[config.mk]
export PLATFORM = sky130hd
export DESIGN_NAME = maxpool2x2_stream
export DESIGN_NICKNAME = d
export VERILOG_FILES = /design/src/rtl/maxpool2x2_stream_pkg.sv /design/src/rtl/pool_line_buf.sv /design/src/rtl/maxpool2x2_stream.sv
export SDC_FILE = /design/constraint.sdc
export NUM_CORES = 1
export LEC_CHECK = 0
export ABC_AREA = 1
export CORE_UTILIZATION = 29
export DETAILED_ROUTE_END_ITERATION = 12
export HOLD_SLACK_MARGIN = 0.15
export PLACE_DENSITY = 0.53
export SKIP_CTS_REPAIR_TIMING = 1
export SYNTH_ARGS = -nofsm -noshare
export SYNTH_HDL_FRONTEND = slang
export SYNTH_HIERARCHICAL = 1
export SYNTH_SLANG_ARGS = --single-unit
export TNS_END_PERCENT = 1
[constraint.sdc]
create_clock -name clk_i -period 3.25 [get_ports clk_i]
set_input_delay 0.65 -clock clk_i [delete_from_list [all_inputs] [get_ports clk_i]]
set_output_delay 0.65 -clock clk_i [all_outputs]
set_load 0.03 [all_outputs]
[src/rtl/maxpool2x2_stream_pkg.sv]
// Shared types and helpers for the 2x2/stride-2 max-pool stage.
package maxpool2x2_stream_pkg;

  localparam int unsigned DataW = 8;

  typedef logic signed [DataW-1:0] pix_t;

  // Signed max; ties return a, which equals b anyway.
  function automatic pix_t smax8(input pix_t a, input pix_t b);
    return (a >= b) ? a : b;
  endfunction

  // Bit width needed to index n entries, never less than 1.
  function automatic int unsigned clog2_min1(input int unsigned n);
    return (n > 1) ? $clog2(n) : 1;
  endfunction

endpackage

[src/rtl/pool_line_buf.sv]
// One-write/one-read line buffer with combinational read holding the
// horizontal maxima of the even row of each window pair.
module pool_line_buf
  import maxpool2x2_stream_pkg::*;
#(
  parameter int unsigned Depth = 13,
  parameter int unsigned AddrW = 4
) (
  input  logic             clk_i,
  input  logic             we_i,
  input  logic [AddrW-1:0] waddr_i,
  input  pix_t             wdata_i,
  input  logic [AddrW-1:0] raddr_i,
  output pix_t             rdata_o
);

  pix_t mem_q [Depth];

  always_ff @(posedge clk_i) begin
    if (we_i) begin
      mem_q[waddr_i] <= wdata_i;
    end
  end

  assign rdata_o = mem_q[raddr_i];

endmodule

[src/rtl/maxpool2x2_stream.sv]
// Streaming 2x2/stride-2 signed max pooling over a raster-order conv output,
// one input per cycle, no backpressure.
module maxpool2x2_stream
  import maxpool2x2_stream_pkg::*;
#(
  parameter int unsigned CONV_W = 26,
  parameter int unsigned CONV_H = 26
) (
  input  logic       clk_i,
  input  logic       rst_i,
  input  logic       in_valid_i,
  input  logic [7:0] in_data_i,
  input  logic       in_sof_i,
  output logic       out_valid_o,
  output logic [7:0] out_data_o,
  output logic       out_last_o
);

  localparam int unsigned POOL_W = CONV_W / 2;
  localparam int unsigned POOL_H = CONV_H / 2;
  localparam int unsigned ColW   = clog2_min1(CONV_W);
  localparam int unsigned RowW   = clog2_min1(CONV_H);
  localparam int unsigned AddrW  = clog2_min1(POOL_W);

  localparam logic [ColW-1:0] ColLast     = ColW'(CONV_W - 1);
  localparam logic [RowW-1:0] RowLast     = RowW'(CONV_H - 1);
  localparam logic [ColW-1:0] ColPoolLast = ColW'(2 * POOL_W - 1);
  localparam logic [RowW-1:0] RowPoolLast = RowW'(2 * POOL_H - 1);

  logic [ColW-1:0] col_q, col_d, col_eff;
  logic [RowW-1:0] row_q, row_d, row_eff;
  pix_t            hold_q, hold_d;
  pix_t            hmax, lb_rdata;
  logic            lb_we;
  logic [AddrW-1:0] lb_addr;
  logic            out_valid_q, out_valid_d;
  pix_t            out_data_q, out_data_d;
  logic            out_last_q, out_last_d;

  pool_line_buf #(
    .Depth (POOL_W),
    .AddrW (AddrW)
  ) u_line_buf (
    .clk_i   (clk_i),
    .we_i    (lb_we),
    .waddr_i (lb_addr),
    .wdata_i (hmax),
    .raddr_i (lb_addr),
    .rdata_o (lb_rdata)
  );

  always_comb begin
    // sof forces this sample to (0,0), discarding any partial window.
    col_eff     = in_sof_i ? '0 : col_q;
    row_eff     = in_sof_i ? '0 : row_q;
    lb_addr     = AddrW'(col_eff >> 1);
    hmax        = smax8(hold_q, pix_t'(in_data_i));
    col_d       = col_q;
    row_d       = row_q;
    hold_d      = hold_q;
    lb_we       = 1'b0;
    out_valid_d = 1'b0;
    out_data_d  = out_data_q;
    out_last_d  = 1'b0;

    if (in_valid_i) begin
      if (col_eff == ColLast) begin
        col_d = '0;
        row_d = (row_eff == RowLast) ? '0 : row_eff + 1'b1;
      end else begin
        col_d = col_eff + 1'b1;
        row_d = row_eff;
      end

      // A trailing odd column or row only advances the counters.
      if (col_eff <= ColPoolLast && row_eff <= RowPoolLast) begin
        if (!col_eff[0]) begin
          hold_d = pix_t'(in_data_i);
        end else if (!row_eff[0]) begin
          lb_we = 1'b1;
        end else begin
          out_valid_d = 1'b1;
          out_data_d  = smax8(lb_rdata, hmax);
          out_last_d  = (col_eff == ColPoolLast) && (row_eff == RowPoolLast);
        end
      end
    end
  end

  always_ff @(posedge clk_i) begin
    if (rst_i) begin
      col_q       <= '0;
      row_q       <= '0;
      hold_q      <= '0;
      out_valid_q <= 1'b0;
      out_data_q  <= '0;
      out_last_q  <= 1'b0;
    end else begin
      col_q       <= col_d;
      row_q       <= row_d;
      hold_q      <= hold_d;
      out_valid_q <= out_valid_d;
      out_data_q  <= out_data_d;
      out_last_q  <= out_last_d;
    end
  end

  assign out_valid_o = out_valid_q;
  assign out_data_o  = out_data_q;
  assign out_last_o  = out_last_q;

endmodule
==> results.sh, run 1 <==
export IMPL_status="complete, no violations"
export IMPL_preCtsSetupSlack_ns=-0.5781
export IMPL_root_buffer="clkbuf_16"
export IMPL_dieArea_sq_um=22920
export IMPL_r2r_cells=18
export IMPL_period_minus_slack_ns=3.012
export IMPL_io_buffers=21
export IMPL_worstPathRequired_ns=3.56
export IMPL_crit_path_top_delay_cell="clkdlybuf4s50_1"
export IMPL_cts_tree="built"
export IMPL_setup_ws_ns=0.2376
export IMPL_drt_wirelength_per_cell_um=14.08
export IMPL_syn_cell_area_sq_um=6472
export IMPL_min_to="row_q[2]"
export IMPL_diodes=0
export IMPL_grt_first_pass_wirelength_um=25370
export IMPL_via_per_inst=4.435
export IMPL_antenna_found_initial=0
export IMPL_initial_core_util=0.2966
export IMPL_grt_overflow=0
export IMPL_clock_sinks=132
export IMPL_gp_congestion=0.8247
export IMPL_ir_worst_vdd_mv=0.3721
export IMPL_final_cell_mix="nand2_1 (176), inv_1 (116), edfxtp_1 (104), buf_4 (83), nand3_1 (76)"
export IMPL_vias=5025
export IMPL_die_w_um=151.4
export IMPL_cp_common_cell="nand2_1"
export IMPL_finalHoldViolations=0
export IMPL_rows=54
export IMPL_syn_to_final_growth_pct=33.46
export IMPL_hp_start="row_q[2]"
export IMPL_drtPass1Iterations=5
export IMPL_report_final_slew_viol_count=0
export IMPL_critical_path_class="in2reg"
export IMPL_syn_inst=723
export IMPL_slew_headroom=0.6650
export IMPL_worstMarginPinSlew_ns=0.5020
export IMPL_hold_ws_ns=0.4640
export IMPL_ys_warn_count=6
export IMPL_dpl_cell_area_sq_um=7794
export IMPL_hold_path_class="reg2reg"
export IMPL_die_y_um=151.4
export IMPL_design_area_sq_um=8638
export IMPL_final_common_cell="nand2_1"
export IMPL_syn_avg_cell_area_sq_um=8.952
export IMPL_r2r_start="hold_q[5]"
export IMPL_worstSetupEndpointType="register"
export IMPL_fin_skew_ns=0.01012
export IMPL_grt_max_degree=33
export IMPL_ant_nets=0
export IMPL_ys_ff_latch=132
export IMPL_drc_errors=0
export IMPL_r2r_end="out_data_o[6]"
export IMPL_first_global_vias=4942
export IMPL_cpPeakStageDelay_ns=0.48
export IMPL_synth_nets=755
export IMPL_r2r_slack_ns=0.42
export IMPL_fin_nets=872
export IMPL_ys_types=37
export IMPL_cts_clk_slew_worst_paths_ns=0.06
export IMPL_ys_seq_area_frac=0.5691
export IMPL_ioPinCount=22
export IMPL_clk_latency_ns=0.43
export IMPL_drive_above_1_share=0.2216
export IMPL_numCtsBuffers=17
export IMPL_cap_violations=0
export IMPL_cp_num_buf_inv=5
export IMPL_dpl_hpwl_um=10800
export IMPL_cp_arrival_ns=3.32
export IMPL_grt_total_usage=0.1489
export IMPL_min_path_cells=2
export IMPL_cp_max_fo=8
export IMPL_crit_family="simple AND/OR/NAND/NOR gates"
export IMPL_core_region_area_sq_um=21820
export IMPL_p_per_area_nw_per_um2=512.3
export IMPL_fmax_mhz=332.0
export IMPL_post_route_period_util=0.9269
export IMPL_htree_num_levels=4
export IMPL_setup_viol=0
export IMPL_routed_wl_um=15950
export IMPL_critPathLaunchType="primary input"
export IMPL_fillers=2183
export IMPL_cts_buffer_depth=2
export IMPL_drt_initial_drc_count=255
export IMPL_p_leak_nw=3.752
[synth_stat cells]
| cell | instances | share of area |
|---|---|---|
| a2bb2oi_1 | 1 | 0.0014 |
| nor2_4 | 1 | 0.0017 |
| and2_1 | 1 | 0.00097 |
| a211oi_1 | 1 | 0.0012 |
| nand2_2 | 3 | 0.0029 |
| dfxtp_1 | 28 | 0.087 |
| edfxtp_1 | 104 | 0.48 |
| or2_2 | 1 | 0.00097 |
| nand2_4 | 1 | 0.0017 |
| nand3_1 | 79 | 0.061 |
| nor4_1 | 1 | 0.00097 |
| nor2_1 | 53 | 0.031 |
| clkbuf_1 | 5 | 0.0029 |
| a21o_1 | 2 | 0.0023 |
| a21oi_1 | 41 | 0.032 |
| buf_6 | 2 | 0.0035 |
| nand4_1 | 11 | 0.011 |
| nor3_1 | 2 | 0.0015 |
| nand3b_1 | 1 | 0.0012 |
| o21ai_0 | 8 | 0.0062 |
| nor2_2 | 1 | 0.00097 |
| buf_1 | 1 | 0.00058 |
| xnor2_1 | 1 | 0.0014 |
| ha_1 | 20 | 0.039 |
| nand2_1 | 185 | 0.11 |
| inv_1 | 122 | 0.071 |
| o211ai_1 | 10 | 0.012 |
| inv_2 | 6 | 0.0035 |
| nand3_4 | 1 | 0.0027 |
| and2_4 | 1 | 0.0014 |
| clkinv_1 | 1 | 0.00058 |
| and3_1 | 2 | 0.0019 |
| nand3_2 | 2 | 0.0031 |
| buf_4 | 5 | 0.0058 |
| o21ai_1 | 8 | 0.0062 |
| nand4_4 | 1 | 0.0033 |
| buf_2 | 10 | 0.0077 |
[worst max-delay path by stage]
| stage | start | to | slack (ns) | depth (start not counted) |
|---|---|---|---|---|
| after global placement | in_data_i[7] | out_data_o[4] | -0.50 | 20 |
| final | in_data_i[0] | out_data_o[6] | 0.24 | 25 |
| after CTS | in_data_i[7] | out_data_o[4] | -0.17 | 19 |
| after global routing | in_data_i[0] | out_data_o[0] | -0.01 | 26 |
| after detailed placement | in_data_i[7] | out_data_o[4] | -0.58 | 19 |
| after floorplan | in_data_i[7] | out_data_o[0] | 0.03 | 17 |
[sequential cells by signal (all words and copies together) (netlist names)]
signal / flops
col_q: 5
hold_q: 8
out_data_o: 8
out_last_o: 1
out_valid_o: 1
row_q: 5
u_line_buf/mem_q: 104
[metrics by stage]
step	util	TNS (ns)	total power, mW	std cells
CTS	0.3828	-1.072	4.370	1129
finish	0.3958	0	4.426	1133
detailed placement	0.3571	-14.67	2.552	1097
global route	0.3958	-0.02130	4.604	1133
global placement	0.3571	-16.57	2.544	1097
floorplan	-	0	2.213	723
[cell families after synthesis]
kind of cell	count (synthesis)	synth area share
and+or+nand+nor	347	0.2351
buffers and inverters	152	0.09530
DFF	132	0.5691
AOI/OAI and AO/OA	71	0.06051
adders and majority gates	20	0.03866
xor gates and xnor gates	1	0.001353
[final cells by class]
class,count,area [sq um],share of cell area
Inverter,129,486.7,0.05634
Sequential cell,132,3684,0.4264
Timing Repair Buffer,121,1159,0.1341
Clock inverter,14,130.1,0.01506
Tap cell,280,350.3,0.04056
Clock buffer,18,429.2,0.04968
Multi-Input combinational cell,439,2400,0.2778
[routing by layer]
metal / vias to the layer above / part of all wire / routed length [um] / GRT usage
met1: 2344 / 0.48 / 7582 / 0.1946
met4: 0 / 0.010 / 167 / 0.04250
li1: 2601 / - / - / -
met5: - / 0 / 0 / 0
met2: 68 / 0.48 / 7636 / 0.2447
met3: 12 / 0.035 / 566 / 0.03373
[where the power goes]
| part | switching [mW] | total [mW] | internal (mW) |
|---|---|---|---|
| Sequential | 0.00677 | 1.91 | 1.91 |
| Combinational | 0.386 | 0.700 | 0.314 |
| Clock | 0.756 | 1.81 | 1.06 |
| Total | 1.15 | 4.43 | 3.28 |
[worst reg2reg max path: cells and delay by family (launching register included)]
kind	cells	cell delay (ns)
buf+inv	3	0.48
compound gates	3	0.24
flops	1	0.33
simple gates	10	1.10
fa+ha+maj	2	0.56
No activity file was read; power rests on OpenSTA's default activity.
==> inputs of run 2 (changes only) <==
--- a/config.mk
+++ b/config.mk
@@ -9,8 +9,7 @@
 export CORE_UTILIZATION = 29
 export DETAILED_ROUTE_END_ITERATION = 12
 export HOLD_SLACK_MARGIN = 0.15
-export PLACE_DENSITY = 0.53
-export SKIP_CTS_REPAIR_TIMING = 1
+export PLACE_DENSITY = 0.55
 export SYNTH_ARGS = -nofsm -noshare
 export SYNTH_HDL_FRONTEND = slang
 export SYNTH_HIERARCHICAL = 1
==> run 2 against run 1 <==
  * Sequential share of layout area down 0.47 points
  * Worst setup slack worse by 0.11 ns
  * Count of clock-buffer cells in the layout increased by 1
  * Clock power is 7% higher
  * Maximum frequency down 3.5%
  * Largest cell class unchanged
==> results.sh, run 2 (synthesis results as in run 1) <==
export IMPL_maxUsedRoutingLayer="met4"
export IMPL_p_per_area_nw_per_um2=523.6
export IMPL_grt_total_usage=0.1426
export IMPL_gp_congestion=0.8062
export IMPL_hold_ws_ns=0.4681
export IMPL_worstMarginPinSlew_ns=0.4933
export IMPL_r2r_cells=23
export IMPL_cts_buffer_depth=2
export IMPL_worstPathRequired_ns=3.55
export IMPL_crit_end="out_data_o[1]"
export IMPL_wl_met3_um=578
export IMPL_fmax_mhz=320.3
export IMPL_drc_errors=0
export IMPL_first_global_vias=4747
export IMPL_cap_violations=0
export IMPL_worstSetupEndpointType="register"
export IMPL_numCtsBuffers=17
export IMPL_final_util=0.4002
export IMPL_critPathLaunch="in_data_i[4]"
export IMPL_dpl_hpwl_um=10650
export IMPL_drt_wirelength_per_cell_um=13.81
export IMPL_hold_buffers=0
export IMPL_status="complete, no violations"
export IMPL_finalHoldViolations=0
export IMPL_diodes=0
export IMPL_die_w_um=151.4
export IMPL_design_area_sq_um=8735
export IMPL_final_cell_mix="nand2_1 (166), inv_1 (117), edfxtp_1 (104), buf_4 (84), nand3_1 (76)"
export IMPL_setup_viol=0
export IMPL_core_region_area_sq_um=21820
export IMPL_cts_clk_slew_worst_paths_ns=0.06
export IMPL_fillers=2111
export IMPL_die_y_um=151.4
export IMPL_r2r_start="col_q[1]"
export IMPL_cts_tree="built"
export IMPL_clock_sinks=132
export IMPL_r2r_slack_ns=0.49
export IMPL_vias=5051
export IMPL_fin_nets=871
export IMPL_grt_overflow=0
export IMPL_cp_arrival_ns=3.43
export IMPL_via_per_inst=4.462
export IMPL_hold_path_class="reg2reg"
export IMPL_m1WireLength_um=7368
export IMPL_ioPinCount=22
export IMPL_grt_max_degree=34
export IMPL_final_setup_tns_ns=0
export IMPL_syn_to_final_growth_pct=34.95
export IMPL_cp_max_fo=4
export IMPL_report_final_slew_viol_count=0
export IMPL_final_common_cell="nand2_1"
export IMPL_period_minus_slack_ns=3.122
export IMPL_wl_met2_um=7405
export IMPL_fin_skew_ns=0.009020
export IMPL_r2r_end="out_data_o[1]"
export IMPL_routed_wl_um=15630
export IMPL_antenna_found_initial=0
export IMPL_grt_first_pass_wirelength_um=24320
export IMPL_io_buffers=21
export IMPL_root_buffer="clkbuf_16"
export IMPL_critical_path_class="in2reg"
export IMPL_p_leak_nw=3.740
export IMPL_drtPass1Iterations=4
export IMPL_dpl_cell_area_sq_um=7754
export IMPL_drt_initial_drc_count=227
export IMPL_largest_register_ffs=104
export IMPL_htree_num_levels=4
export IMPL_slew_headroom=0.6701
export IMPL_ant_nets=0
export IMPL_dieArea_sq_um=22920
export IMPL_drive_above_1_share=0.2383
export IMPL_critPathLaunchType="primary input"
export IMPL_ir_worst_vdd_mv=0.3967
export IMPL_clk_latency_ns=0.42
export IMPL_top_register="u_line_buf/mem_q"
export IMPL_post_route_period_util=0.9605
export IMPL_initial_core_util=0.2966
export IMPL_rows=54
run 2: changes by cell type in the layout (fill, tap and decap cells not counted), sizes merged:
cell / change
bufinv: +2
clkbuf: +1
dlymetal6s2s: -2
buf: -1
inv: -2
clkinvlp: -3
clkdlybuf4s50: +2
clkinv: +2
run 2: worst min-delay path by stage:
| stage | start | endpoint | slack, ns | cells after the start |
|---|---|---|---|---|
| floorplan | col_q[0] | col_q[0] | 0.45 | 2 |
| global placement | col_q[0] | col_q[0] | 0.46 | 2 |
| detailed placement | row_q[2] | row_q[2] | 0.46 | 2 |
| CTS | row_q[2] | row_q[2] | 0.47 | 2 |
| global route | row_q[2] | row_q[2] | 0.48 | 2 |
| finish | row_q[2] | row_q[2] | 0.47 | 2 |
run 2: area by class of cell:
| type | instances | area (sq um) | area share |
|---|---|---|---|
| flip-flops and latches | 132 | 3684 | 0.4217 |
| well taps | 280 | 350.3 | 0.04011 |
| inverters | 129 | 489.2 | 0.05601 |
| clock buffers | 19 | 432.9 | 0.04956 |
| clock inverters | 13 | 158.9 | 0.01819 |
| repair buffers | 120 | 1121 | 0.1283 |
| multi-input cells | 439 | 2499 | 0.2861 |
run 2: what timing repair did:
item | 4_1_cts | 5_1_grt
resized for setup | 6 | 71
pin swaps | 3 | 26
buffers inserted | 1 | 4
setup endpoints to repair | 8 | 8
run 2: worst max-delay path: stages:
cell and delay (ns):
clkdlybuf4s50_1 0.47, inv_1 0.06, ha_2 0.31, nand2_2 0.05, nor2_4 0.11, nand4_1 0.11
buf_4 0.18, buf_4 0.13, nand4_1 0.10, nand2_2 0.10, ha_4 0.22, nand2_1 0.08
a21oi_2 0.06, nor2_2 0.13, nand2_1 0.08, nand2_2 0.09, nand3_4 0.11, buf_6 0.16
a21oi_1 0.12, a21oi_1 0.09
run 2: through the flow:
stage	instances	setup WS, ns	total power, mW
2_1_floorplan	723	0.03318	2.213
3_3_place_gp	1095	-0.4679	2.537
3_5_place_dp	1095	-0.4942	2.543
4_1_cts	1128	0.02526	4.483
5_1_grt	1132	-0.04049	4.749
6_report	1132	0.1283	4.574
run 2: power breakdown:
group | internal, mW | switching [mW] | leakage, nW
clock | 1.20 | 0.727 | 0.286
sequential | 1.91 | 0.00740 | 1.16
combinational | 0.327 | 0.404 | 2.29
run 2: layer usage:
metal,vias to the layer above,GRT usage
met5,-,0
met4,0,0.05400
met3,18,0.03313
met2,88,0.2247
met1,2344,0.1890
li1,2601,-
==> inputs of run 3 (changes only) <==
--- a/config.mk
+++ b/config.mk
@@ -7,6 +7,7 @@
 export LEC_CHECK = 0
 export ABC_AREA = 1
 export CORE_UTILIZATION = 29
+export CTS_BUF_LIST = sky130_fd_sc_hd__clkbuf_16
 export DETAILED_ROUTE_END_ITERATION = 12
 export HOLD_SLACK_MARGIN = 0.15
 export PLACE_DENSITY = 0.55
==> run 3 against run 2 <==
  * Design area unchanged
  * Maximum frequency about the same
  * Global-route usage unchanged
  * First-iteration DRC count unchanged
  * Wire length about the same
  * Critical endpoint unchanged
  * Clock power about the same
  * Combinational power about the same
  * Utilization unchanged
  * Count of clock-buffer cells in the layout down 2
  * Clock skew about the same
  * Flip-flop and latch count unchanged
==> results.sh, run 3 (synthesis results as in run 1) <==
export IMPL_min_path_cells=2
export IMPL_cts_tree="built"
export IMPL_dieArea_sq_um=22920
export IMPL_first_global_vias=4747
export IMPL_fmax_mhz=320.4
export IMPL_grt_first_pass_wirelength_um=24320
export IMPL_drive_above_1_share=0.2383
export IMPL_drt_wirelength_per_cell_um=13.82
export IMPL_core_region_area_sq_um=21820
export IMPL_fillers=2111
export IMPL_final_cell_mix="nand2_1 (166), inv_1 (119), edfxtp_1 (104), buf_4 (84), nand3_1 (76)"
export IMPL_finalHoldViolations=0
export IMPL_report_final_slew_viol_count=0
export IMPL_p_leak_nw=3.749
export IMPL_vias=5054
export IMPL_grt_total_usage=0.1426
export IMPL_syn_to_final_growth_pct=34.95
export IMPL_cp_max_fo=4
export IMPL_slew_headroom=0.6701
export IMPL_ant_nets=0
export IMPL_grt_max_degree=34
export IMPL_rows=54
export IMPL_antenna_found_initial=0
export IMPL_top_register="u_line_buf/mem_q"
export IMPL_dpl_hpwl_um=10650
export IMPL_cap_violations=0
export IMPL_numCtsBuffers=17
export IMPL_grt_overflow=0
export IMPL_setup_viol=0
export IMPL_die_y_um=151.4
export IMPL_setup_ws_ns=0.1285
export IMPL_drt_initial_drc_count=227
export IMPL_htree_num_levels=4
export IMPL_final_common_cell="nand2_1"
export IMPL_status="complete, no violations"
export IMPL_worstMarginPinSlew_ns=0.4933
export IMPL_initial_core_util=0.2966
export IMPL_drc_errors=0
export IMPL_p_per_area_nw_per_um2=523.3
export IMPL_critical_path_class="in2reg"
export IMPL_place_inst=1095
export IMPL_gp_congestion=0.8062
export IMPL_cp_arrival_ns=3.43
export IMPL_preCtsSetupSlack_ns=-0.4942
export IMPL_via_per_inst=4.465
export IMPL_hold_path_class="reg2reg"
export IMPL_ir_worst_vdd_mv=0.3970
export IMPL_routed_wl_um=15640
export IMPL_stdcell_count=1132
export IMPL_worstSetupEndpointType="register"
export IMPL_cts_clk_slew_worst_paths_ns=0.06
export IMPL_post_route_period_util=0.9605
export IMPL_die_w_um=151.4
export IMPL_drtPass1Iterations=4
export IMPL_fin_skew_ns=0.009164
export IMPL_cp_common_cell="nand2_2"
export IMPL_critPathLaunchType="primary input"
export IMPL_fin_nets=871
export IMPL_worstPathRequired_ns=3.55
export IMPL_root_buffer="clkbuf_16"
export IMPL_crit_path_top_delay_cell="clkdlybuf4s50_1"
export IMPL_io_buffers=21
export IMPL_diodes=0
export IMPL_cpPeakStageDelay_ns=0.47
export IMPL_clk_latency_ns=0.42
export IMPL_period_minus_slack_ns=3.122
export IMPL_r2r_cells=23
export IMPL_ioPinCount=22
export IMPL_worstPathCellList="clkdlybuf4s50_1, inv_1, ha_2, nand2_2, nor2_4, nand4_1, buf_4, buf_4, nand4_1, nand2_2, ha_4, nand2_1, a21oi_2, nor2_2, nand2_1, nand2_2, nand3_4, buf_6, a21oi_1, a21oi_1"
export IMPL_cts_buffer_depth=2
export IMPL_largest_register_ffs=104
export IMPL_final_setup_tns_ns=0
export IMPL_clock_sinks=132
export IMPL_hold_buffers=0
[run 3: cell count changes in the layout (fill, tap and decap cells not counted), sizes merged]
cell | before | now
clkbuf | 19 | 17
inv | 130 | 132
[run 3: stage by stage]
step / hold slack [ns] / instance area, sq um / power, mW / util
final: 0.4681 / 8735 / 4.571 / 0.4002
after global routing: 0.4829 / 8735 / 4.744 / 0.4002
after CTS: 0.4689 / 8379 / 4.476 / 0.3840
after detailed placement: 0.4606 / 7754 / 2.543 / 0.3553
after global placement: 0.4565 / 7754 / 2.537 / 0.3553
after floorplan: 0.4453 / 6475 / 2.213 / -
[run 3: path summary, 6_finish.rpt]
path                              startpoint             to  slack (ns)
worst max-delay path            in_data_i[4]  out_data_o[1]        0.13
worst min-delay path                row_q[2]       row_q[2]        0.47
worst max register to register      col_q[1]  out_data_o[1]        0.49
worst min register to register      row_q[2]       row_q[2]        0.47
[run 3: report_power, final]
group	internal (mW)	total [mW]	leakage, nW	switching [mW]
sequential	1.91	1.91	1.16	0.00740
clock	1.20	1.93	0.295	0.729
combinational	0.327	0.731	2.29	0.404
total	3.43	4.57	3.75	1.14
[run 3: what timing repair did]
| action | in CTS | in global routing |
|---|---|---|
| buffers inserted | 1 | 4 |
| pin swaps | 3 | 26 |
| setup endpoints to repair | 8 | 8 |
| endpoints found under the hold margin | 0 | 0 |
| gates resized for setup | 6 | 71 |
[run 3: area by class of cell]
type / count / area [sq um] / share of cell area
Multi-Input combinational cell: 439 / 2499 / 0.2861
Timing Repair Buffer: 120 / 1121 / 0.1283
Sequential cell: 132 / 3684 / 0.4217
Clock inverter: 15 / 166.4 / 0.01905
Tap cell: 280 / 350.3 / 0.04011
Inverter: 129 / 489.2 / 0.05601
Clock buffer: 17 / 425.4 / 0.04870
[run 3: routing by layer]
| metal | GRT usage | wire length (um) | share of wire | vias up |
|---|---|---|---|---|
| li1 | - | - | - | 2601 |
| met1 | 0.1890 | 7400 | 0.47 | 2348 |
| met2 | 0.2247 | 7407 | 0.47 | 87 |
| met3 | 0.03313 | 553 | 0.035 | 18 |
| met4 | 0.05400 | 277 | 0.018 | 0 |
| met5 | 0 | 0 | 0 | - |
[run 3: critical path, delay by kind of cell]
family / cells / cell delay [ns]
buffers and inverters: 5 / 1.00
and+or+nand+nor: 10 / 0.96
adders and majority gates: 2 / 0.53
AOI/OAI and AO/OA: 3 / 0.27
